--- src/rtl/uart_pkg.sv ---
// -----------------------------------------------------------------------------
// uart_pkg -- shared definitions for the UART receive path.
//   UART_WIDTH  : default number of data bits per frame
//   SYNC_STAGES : depth of the rx input synchronizer
//   rx_state_t  : receiver state encoding. RX_PARITY exists only when the
//                 UART_RX_PARITY_EN macro is defined.
// -----------------------------------------------------------------------------
package uart_pkg;

  localparam int UART_WIDTH  = 8;
  localparam int SYNC_STAGES = 2;

  typedef enum logic [2:0] {
    RX_IDLE      = 3'd0,
    RX_START     = 3'd1,
    RX_DATA      = 3'd2,
`ifdef UART_RX_PARITY_EN
    RX_PARITY    = 3'd3,
`endif
    RX_STOP      = 3'd4,
    RX_WAIT_IDLE = 3'd5
  } rx_state_t;

endpackage

--- src/rtl/uart_sync.sv ---
// -----------------------------------------------------------------------------
// uart_sync -- STAGES-deep flop chain that brings an asynchronous level into
// the clock domain. All flops reset to 1, which is the idle level of a UART
// line, so no false start bit is seen when reset releases.
//   clock   : destination clock
//   reset_n : asynchronous active-low reset
//   d       : asynchronous input
//   q       : synchronized output (STAGES cycles of latency)
// STAGES must be at least 2.
// -----------------------------------------------------------------------------
module uart_sync
  import uart_pkg::*;
#(
  parameter int STAGES = SYNC_STAGES
) (
  input  logic clock,
  input  logic reset_n,
  input  logic d,
  output logic q
);

  logic [STAGES-1:0] sync_q;

  // NOTE: sequential state uses non-blocking (<=) so every flop samples the
  // pre-edge value of its neighbour; blocking here would collapse the chain.
  always_ff @(posedge clock or negedge reset_n) begin
    if (!reset_n) sync_q <= '1;
    else          sync_q <= {sync_q[STAGES-2:0], d};
  end

  assign q = sync_q[STAGES-1];

endmodule

--- src/rtl/uart_rx.sv ---
// -----------------------------------------------------------------------------
// uart_rx -- UART receiver: start bit, WIDTH data bits LSB first, optional
// even-parity bit, one stop bit. Bit period P = clock_divider + 1 clocks
// (a divider of 0 behaves as 1). Each bit is sampled mid-period: the start
// bit is confirmed P/2 cycles after the falling edge, later bits every P.
//
// Ports
//   clock, reset_n : clock and asynchronous active-low reset
//   clock_divider  : bit period minus one, latched when a start edge is seen
//   rx             : serial line, idle high, asynchronous
//   read_en        : consume the held byte
//   data_out       : last accepted byte, stable while data_valid is high
//   data_valid     : data_out holds an unread byte
//   overrun        : sticky, a good frame arrived while a byte was unread
//   frame_error    : one-cycle pulse when the stop bit samples low
//   parity_error   : one-cycle pulse on a parity mismatch (0 without parity)
//
// Build option: define UART_RX_PARITY_EN to expect one even-parity bit
// between the data bits and the stop bit.
// WIDTH must be at least 2.
// -----------------------------------------------------------------------------
module uart_rx
  import uart_pkg::*;
#(
  parameter int WIDTH = UART_WIDTH
) (
  input  logic             clock,
  input  logic             reset_n,
  input  logic [15:0]      clock_divider,
  input  logic             rx,
  input  logic             read_en,
  output logic [WIDTH-1:0] data_out,
  output logic             data_valid,
  output logic             overrun,
  output logic             frame_error,
  output logic             parity_error
);

  localparam int               BIT_W    = $clog2(WIDTH + 1);
  localparam logic [BIT_W-1:0] LAST_BIT = BIT_W'(WIDTH - 1);

  rx_state_t        state, next_state;
  logic             rx_s;
  logic [16:0]      period_now;  // P for the current divider value
  logic [16:0]      period;      // P latched for the frame in progress
  logic [16:0]      cnt;         // cycles left until the next sample
  logic [BIT_W-1:0] bit_cnt;
  logic [WIDTH-1:0] shift;
  logic             expire;
  logic             start_det, reload, data_sample, stop_sample;
  logic             accept, frame_bad;

  uart_sync #(.STAGES(SYNC_STAGES)) u_sync (
    .clock   (clock),
    .reset_n (reset_n),
    .d       (rx),
    .q       (rx_s)
  );

  assign period_now = (clock_divider == 16'd0) ? 17'd2
                                               : {1'b0, clock_divider} + 17'd1;
  // The counter is loaded with N and the sample is taken N edges later.
  assign expire = (cnt == 17'd1);

  // ---------------------------------------------------------------- state reg
  always_ff @(posedge clock or negedge reset_n) begin
    if (!reset_n) state <= RX_IDLE;
    else          state <= next_state;
  end

  // --------------------------------------------------------------- next state
  // NOTE: every combinational output gets a default before the case so no
  // path leaves it unassigned, which would otherwise infer a latch.
  always_comb begin
    next_state = state;
    case (state)
      RX_IDLE:      if (!rx_s) next_state = RX_START;
      // A start bit that is high again at mid-bit was only a glitch.
      RX_START:     if (expire) next_state = rx_s ? RX_IDLE : RX_DATA;
      RX_DATA: begin
        if (expire && bit_cnt == LAST_BIT) begin
`ifdef UART_RX_PARITY_EN
          next_state = RX_PARITY;
`else
          next_state = RX_STOP;
`endif
        end
      end
`ifdef UART_RX_PARITY_EN
      RX_PARITY:    if (expire) next_state = RX_STOP;
`endif
      RX_STOP:      if (expire) next_state = rx_s ? RX_IDLE : RX_WAIT_IDLE;
      // A held-low line (break) must not be decoded as a stream of frames.
      RX_WAIT_IDLE: if (rx_s) next_state = RX_IDLE;
      default:      next_state = RX_IDLE;
    endcase
  end

  // ------------------------------------------------------------ output decode
  always_comb begin
    start_det   = 1'b0;
    reload      = 1'b0;
    data_sample = 1'b0;
    stop_sample = 1'b0;
    case (state)
      RX_IDLE:   start_det = !rx_s;
      RX_START:  reload    = expire && !rx_s;
      RX_DATA: begin
        data_sample = expire;
        reload      = expire;
      end
`ifdef UART_RX_PARITY_EN
      RX_PARITY: reload    = expire;
`endif
      RX_STOP:   stop_sample = expire;
      default: ;
    endcase
  end

  assign frame_bad = stop_sample && !rx_s;

`ifdef UART_RX_PARITY_EN
  logic par_sample, par_mismatch, par_bad;

  assign par_sample   = (state == RX_PARITY) && expire;
  assign par_mismatch = rx_s != (^shift);
  // A parity failure discards the byte but the stop bit is still checked.
  assign accept       = stop_sample && rx_s && !par_bad;

  always_ff @(posedge clock or negedge reset_n) begin
    if (!reset_n) begin
      par_bad      <= 1'b0;
      parity_error <= 1'b0;
    end else begin
      parity_error <= par_sample && par_mismatch;
      if (start_det)       par_bad <= 1'b0;
      else if (par_sample) par_bad <= par_mismatch;
    end
  end
`else
  assign accept       = stop_sample && rx_s;
  assign parity_error = 1'b0;
`endif

  // ---------------------------------------------------- bit timing and shifter
  always_ff @(posedge clock or negedge reset_n) begin
    if (!reset_n) begin
      cnt     <= '0;
      period  <= '0;
      bit_cnt <= '0;
      shift   <= '0;
    end else begin
      if (start_det) begin
        cnt     <= period_now >> 1;
        period  <= period_now;
        bit_cnt <= '0;
      end else if (reload) begin
        cnt <= period;
      end else if (cnt != 17'd0) begin
        cnt <= cnt - 17'd1;
      end
      if (data_sample) begin
        shift   <= {rx_s, shift[WIDTH-1:1]};
        bit_cnt <= bit_cnt + BIT_W'(1);
      end
    end
  end

  // ------------------------------------------------------------ host interface
  always_ff @(posedge clock or negedge reset_n) begin
    if (!reset_n) begin
      data_out    <= '0;
      data_valid  <= 1'b0;
      overrun     <= 1'b0;
      frame_error <= 1'b0;
    end else begin
      frame_error <= frame_bad;
      if (accept) begin
        // A read on the same edge frees the holding register for the new byte.
        if (!data_valid || read_en) begin
          data_out   <= shift;
          data_valid <= 1'b1;
        end else begin
          overrun <= 1'b1;
        end
      end else if (read_en) begin
        data_valid <= 1'b0;
      end
    end
  end

endmodule

--- config.mk ---
export PLATFORM = sky130hd
export DESIGN_NAME = uart_rx
export DESIGN_NICKNAME = d
export VERILOG_FILES = /design/src/rtl/uart_pkg.sv /design/src/rtl/uart_sync.sv /design/src/rtl/uart_rx.sv
export SDC_FILE = /design/constraint.sdc
export NUM_CORES = 1
export LEC_CHECK = 0
export BUFFER_PORTS_ARGS = -buffer_cell sky130_fd_sc_hd__buf_2
export CORE_MARGIN = 4
export CORE_UTILIZATION = 39
export DETAILED_ROUTE_END_ITERATION = 12
export HOLD_SLACK_MARGIN = 0.06
export SLEW_MARGIN = 20
export SYNTH_ARGS = -nofsm -noshare
export SYNTH_HDL_FRONTEND = slang
export SYNTH_SLANG_ARGS = --single-unit
--- constraint.sdc ---
create_clock -name clock -period 3.1 [get_ports clock]
set_input_delay 0.62 -clock clock [delete_from_list [all_inputs] [get_ports clock]]
set_output_delay 0.62 -clock clock [all_outputs]
set_load 0.01 [all_outputs]
Word level (Yosys, flattened, before mapping)
Index checks and enable logic that the tools add are counted.
Widths: inputs -> output; s select.
{"block": "word_totals", "reg_bits": 62, "out_inout_bits": 12, "wordCells": 64}
{"block": "op_classes", "addsub": 3, "n_eq_ne": 12, "n_mux": 21, "n_bitwise": 1, "reduce_logical": 17}
{"cell": "$mux 17", "count": 4}
{"cell": "$mux 3", "count": 6}
{"cell": "$add 16x1->17 const B", "count": 1}
{"cell": "$eq 17x1->1 const B", "count": 1}
{"cell": "$reduce_bool 17->1", "count": 1}
{"cell": "$sub 17x1->17 const B", "count": 1}
{"cell": "$logic_not 16->1", "count": 1}
{"cell": "$pmux 3 s5", "count": 1}
{"cell": "$mux 4", "count": 2}
{"cell": "$ne 2x2->1 const B", "count": 4}
{"cell": "$eq 3x3->1 const B", "count": 2}
{"cell": "$mux 1", "count": 6}
{"cell": "$reduce_and 2->1", "count": 3}
{"cell": "$reduce_and 5->1", "count": 1}
{"cell": "$add 4x1->4 const B", "count": 1}
{"cell": "$eq 4x3->1 const B", "count": 1}
{"cell": "$logic_and 1x1->1", "count": 4}
{"cell": "$ne 2x1->1 const B", "count": 2}
{"cell": "$reduce_bool 2->1", "count": 2}
{"cell": "$eq 3x1->1 const B", "count": 1}
{"cell": "$eq 3x2->1 const B", "count": 1}
{"cell": "$logic_not 3->1", "count": 1}
{"cell": "$reduce_bool 3->1", "count": 1}
{"cell": "$logic_not 1->1", "count": 2}
{"cell": "4 further kinds", "count": 4}

Logic depth before layout (Yosys ltp)
{"block": "depth", "depth_word": 5, "ltp_mapped": 10, "ltp_nobuf": 8}

Hierarchy
Synthesis repeated with hierarchy kept, for this count alone.
{"block": "hier_totals", "hier_cells": 364, "hier_area_um2": 3458.3}
{"mod": "uart_rx", "instances": 1, "cells_per_inst": 362, "area_per_inst_um2": 3405.8, "seq_area_each_um2": 1501.4}
{"mod": "uart_sync", "instances": 1, "cells_per_inst": 2, "area_per_inst_um2": 52.6, "seq_area_each_um2": 52.6}

Worst setup path after synthesis
Ideal clock, no wire load.
{"block": "synth_path", "kind": "register -> register", "start": "register cnt[1]", "end": "register cnt[9]", "t_arrival_ns": 2.343, "required_ns": 3.027, "path_slack_ns": 0.684, "path_stages_with_launch": 10, "synth_period_minus_slack_ns": 2.416, "path_cell_list": "dfrtp_1 -> inv_1 -> ha_1 -> or4b_1 -> nor4_4 -> or3b_1 -> buf_2 -> and3_4 -> a31o_1 -> a21oi_2"}
{"block": "synth_between", "elab_chain_cells": 5, "word_cells_on_any_way": 9, "classes_between": "add/sub: 1; eq/ne: 1; mux: 4; reduce/logical: 3"}
{"element": "start, declared", "line": "uart_rx.sv:46", "source": "logic [16:0] cnt;"}
{"element": "start signal, assigned", "line": "uart_rx.sv:154", "source": "cnt <= period_now >> 1;"}
{"element": "start signal, assigned", "line": "uart_rx.sv:158", "source": "cnt <= period;"}
{"element": "start signal, assigned", "line": "uart_rx.sv:160", "source": "cnt <= cnt - 17'd1;"}
{"element": "branches (longest 5 deep; another with $sub 17x1->17)"}
Parallel ways; which one is timed is not known. The select of a mux whose other input is x is not followed.
A chain may end at the register's enable or synchronous reset.

Worst setup path in the final report
Ends and elaborated chain as after synthesis.

==> results.toml <==
[yosys]
synth_top_area_share_pct = 46.1
seq_area_frac_synth_pct = 47.7
synthTopCellsByCount = "dfrtp_1, nand2_1, nor2_1, o21ai_0, mux2_2"
synth_area_leader_cell = "dfrtp_1"
ys.flop_type = "dfrtp_1"
avgSynthCellArea_um2 = 9.72
post-synth-top-count-cell = "dfrtp_1"
synth_edf_count = 0
syn-instance-count = 335
ys_ff_latch = 62
ys_types = 53
yosys-top-cells-area = "dfrtp_1, mux2_2, nand2_1, xnor2_1, xor2_1"
synth.net_count = 361
synthArstFlopShare_pct = 100
yosysWarnings = 0
synth_area_mm2 = 0.00326

[final_layout]
drive_gt1_share_pct = 20.7
nets = 398
fin_cells = 482
syn_to_final_growth_pct = 15.2
fillers = 806
antenna_cells = 0

[sta]
rsz0062_at_grt = "false"
tightest_slew_ns = 0.693
setup_ws_ns = 0.429
slew-limit-headroom_pct = 53.4
fin_crit_sh_pct = 86.2
finalCriticalPeriod_ns = 2.67
hold_violations = 0
slew_viol_final = 0
fmaxAchievable_mhz = 374
setup_viol = 0
setup_tns_ns = 0
finClkSkew_ns = 0.00910

[floorplanning]
core.rowCount = 33
ios = 32
dieArea_mm2 = 0.00987
dieHeight_um = 99.4
coreArea_mm2 = 0.00818
die_w_um = 99.4
initial_core_util_pct = 39.8

[power_and_ir_drop]
seq_power_share_pct = 47.5
peakVddDrop_uv = 220
comb_power_share_pct = 18.5
swShare_pct = 28.8
p_clk_share_pct = 34.0
p_switching_mw = 0.606
power_density_mw_per_mm2 = 562
internal_power_mw = 1.50
p_leak_nw = 1.73

[global_routing]
grt_start_max_net_pins = 26
grt_pass1_vias = 2576
grt_first_pass_wirelength_um = 12400
antenna_found_initial = 0
grt_use_total_pct = 15.7
grt_overflow = 0

[place]
dp.cells = 466
hpwl_um = 5150
gp_congestion = 0.769
io_buffers = 30
pre_cts_slack_ns = 0.406

[setup_path]
crit_type = "flop to flop"
cp.required_ns = 3.38
start_kind = "flop"
end_kind = "flop"
worstPathArrival_ns = 2.95
critPathMaxFanout = 16

[detailed_routing]
via_per_inst = 5.32
wl_per_cell_um = 14.8
final_antenna_net_count = 0
drc_errors = 0
drt_pass1_iterations = 4
drtIter0Drc = 76
vias = 2565
drt-total-wl_um = 7110

[clock_network]
postCtsSetupBuffers = 0
cts_buffers = 9
cts-hold-fix-buffers = 0
postCtsResizedCells = 0
clkLatencyLatePin_ns = 0.35
cts_sinks = 62
clock_path_buffers = 2
cts-root-buf = "clkbuf_8"
cts_tree = "yes"
h-tree-depth = 3
cts.clk_slew.worst_paths_ns = 0.07

[run_status]
status = "completed"

[hold_path]
hold_class = "primary input to asynchronous set/reset pin"

[run]
drv_cap = 0
## layer usage
| layer | GRT usage, % | wire length [um] | vias to the layer above |
|---|---|---|---|
| met5 | 0 | 0 | - |
| met4 | 4.73 | 97 | 0 |
| met3 | 4.21 | 384 | 11 |
| met2 | 25.5 | 3320 | 55 |
| met1 | 20.6 | 3320 | 1230 |
| li1 | - | - | 1269 |
## stage by stage
step | utilization [%] | hold WS, ns | power (mW) | area (um2)
finish | 45.9 | 0.270 | 2.11 | 3750
global route | 45.9 | 0.310 | 2.24 | 3750
CTS | 45.9 | 0.276 | 2.13 | 3750
detailed placement | 43.4 | 0.347 | 1.40 | 3550
global placement | 43.4 | 0.346 | 1.40 | 3550
floorplan | - | 0.324 | 1.28 | 3260
## path summary, 6_finish.rpt
kind                                             from                         end  slack [ns]  cells after the start
max in group asynchronous                     reset_n  u_sync.sync_q[0]$_DFF_PN1_        2.10                      2
min in group clock         u_sync.sync_q[0]$_DFF_PN1_  u_sync.sync_q[1]$_DFF_PN1_        0.35                      0
max reg2reg                        cnt[1]$_DFFE_PN0P_          cnt[9]$_DFFE_PN0P_        0.43                      8
min reg2reg                u_sync.sync_q[0]$_DFF_PN1_  u_sync.sync_q[1]$_DFF_PN1_        0.35                      0
max                                cnt[1]$_DFFE_PN0P_          cnt[9]$_DFFE_PN0P_        0.43                      8
min                                           reset_n      bit_cnt[0]$_DFFE_PN0P_        0.27                      1
## critical path, cell delays in order (launching register included)
cell     delay (ns)
dfrtp_1        0.40
inv_1          0.10
ha_1           0.18
or4b_1         0.51
nor4_4         0.17
or3b_1         0.65
and3_4         0.32
a31o_1         0.19
a21oi_2        0.09
## power groups by stage
| stage | Sequential (mW) | Combinational (mW) | Clock, mW |
|---|---|---|---|
| after floorplan | 0.993 | 0.288 | 0 |
| after global placement | 1.01 | 0.385 | 0 |
| after detailed placement | 1.01 | 0.388 | 0 |
| after CTS | 0.999 | 0.391 | 0.738 |
| after global routing | 1.02 | 0.454 | 0.773 |
| final | 1.00 | 0.390 | 0.717 |
## cells by family (layout without fill, tap and decap cells)
| family | count (synthesis) | after routing | share of synthesized area, % |
|---|---|---|---|
| flip-flops | 62 | 62 | 47.7 |
| XOR/XNOR | 28 | 28 | 7.53 |
| AO/OA/AOI/OAI | 64 | 64 | 11.8 |
| adder cells (fa/ha/maj) | 6 | 6 | 2.31 |
| multiplexers | 16 | 16 | 5.53 |
| AND/OR/NAND/NOR | 135 | 135 | 22.1 |
| other | 1 | 1 | 0.115 |
| buffers and inverters | 23 | 65 | 2.92 |
## sequential cells by signal (all words and copies together), names as in the netlist, 2 cells and up
signal         cells
bit_cnt            4
cnt               17
data_out           8
period            17
shift              8
state              3
u_sync.sync_q      2
## placed cells by master, fill, tap and decap left out, types with 12 or more instances in the layout
master / synthesis / final
xor2_1: 14 / 14
nand2_1: 36 / 36
xnor2_1: 14 / 14
mux2_2: 16 / 16
buf_2: 4 / 30
nor3_1: 14 / 14
dfrtp_1: 60 / 60
nand3_1: 12 / 12
nor2_1: 26 / 26
o21ai_0: 20 / 20
## final cells by class
cell class | count | area (um2) | area share [%]
multi-input combinational | 250 | 1610 | 42.8
sequential | 62 | 1550 | 41.4
timing repair buffer | 40 | 225 | 6.00
clock buffer | 12 | 155 | 4.14
tap | 105 | 131 | 3.50
clock inverter | 4 | 45.0 | 1.20
inverter | 9 | 33.8 | 0.901
No activity file was read; power rests on OpenSTA's default activity.
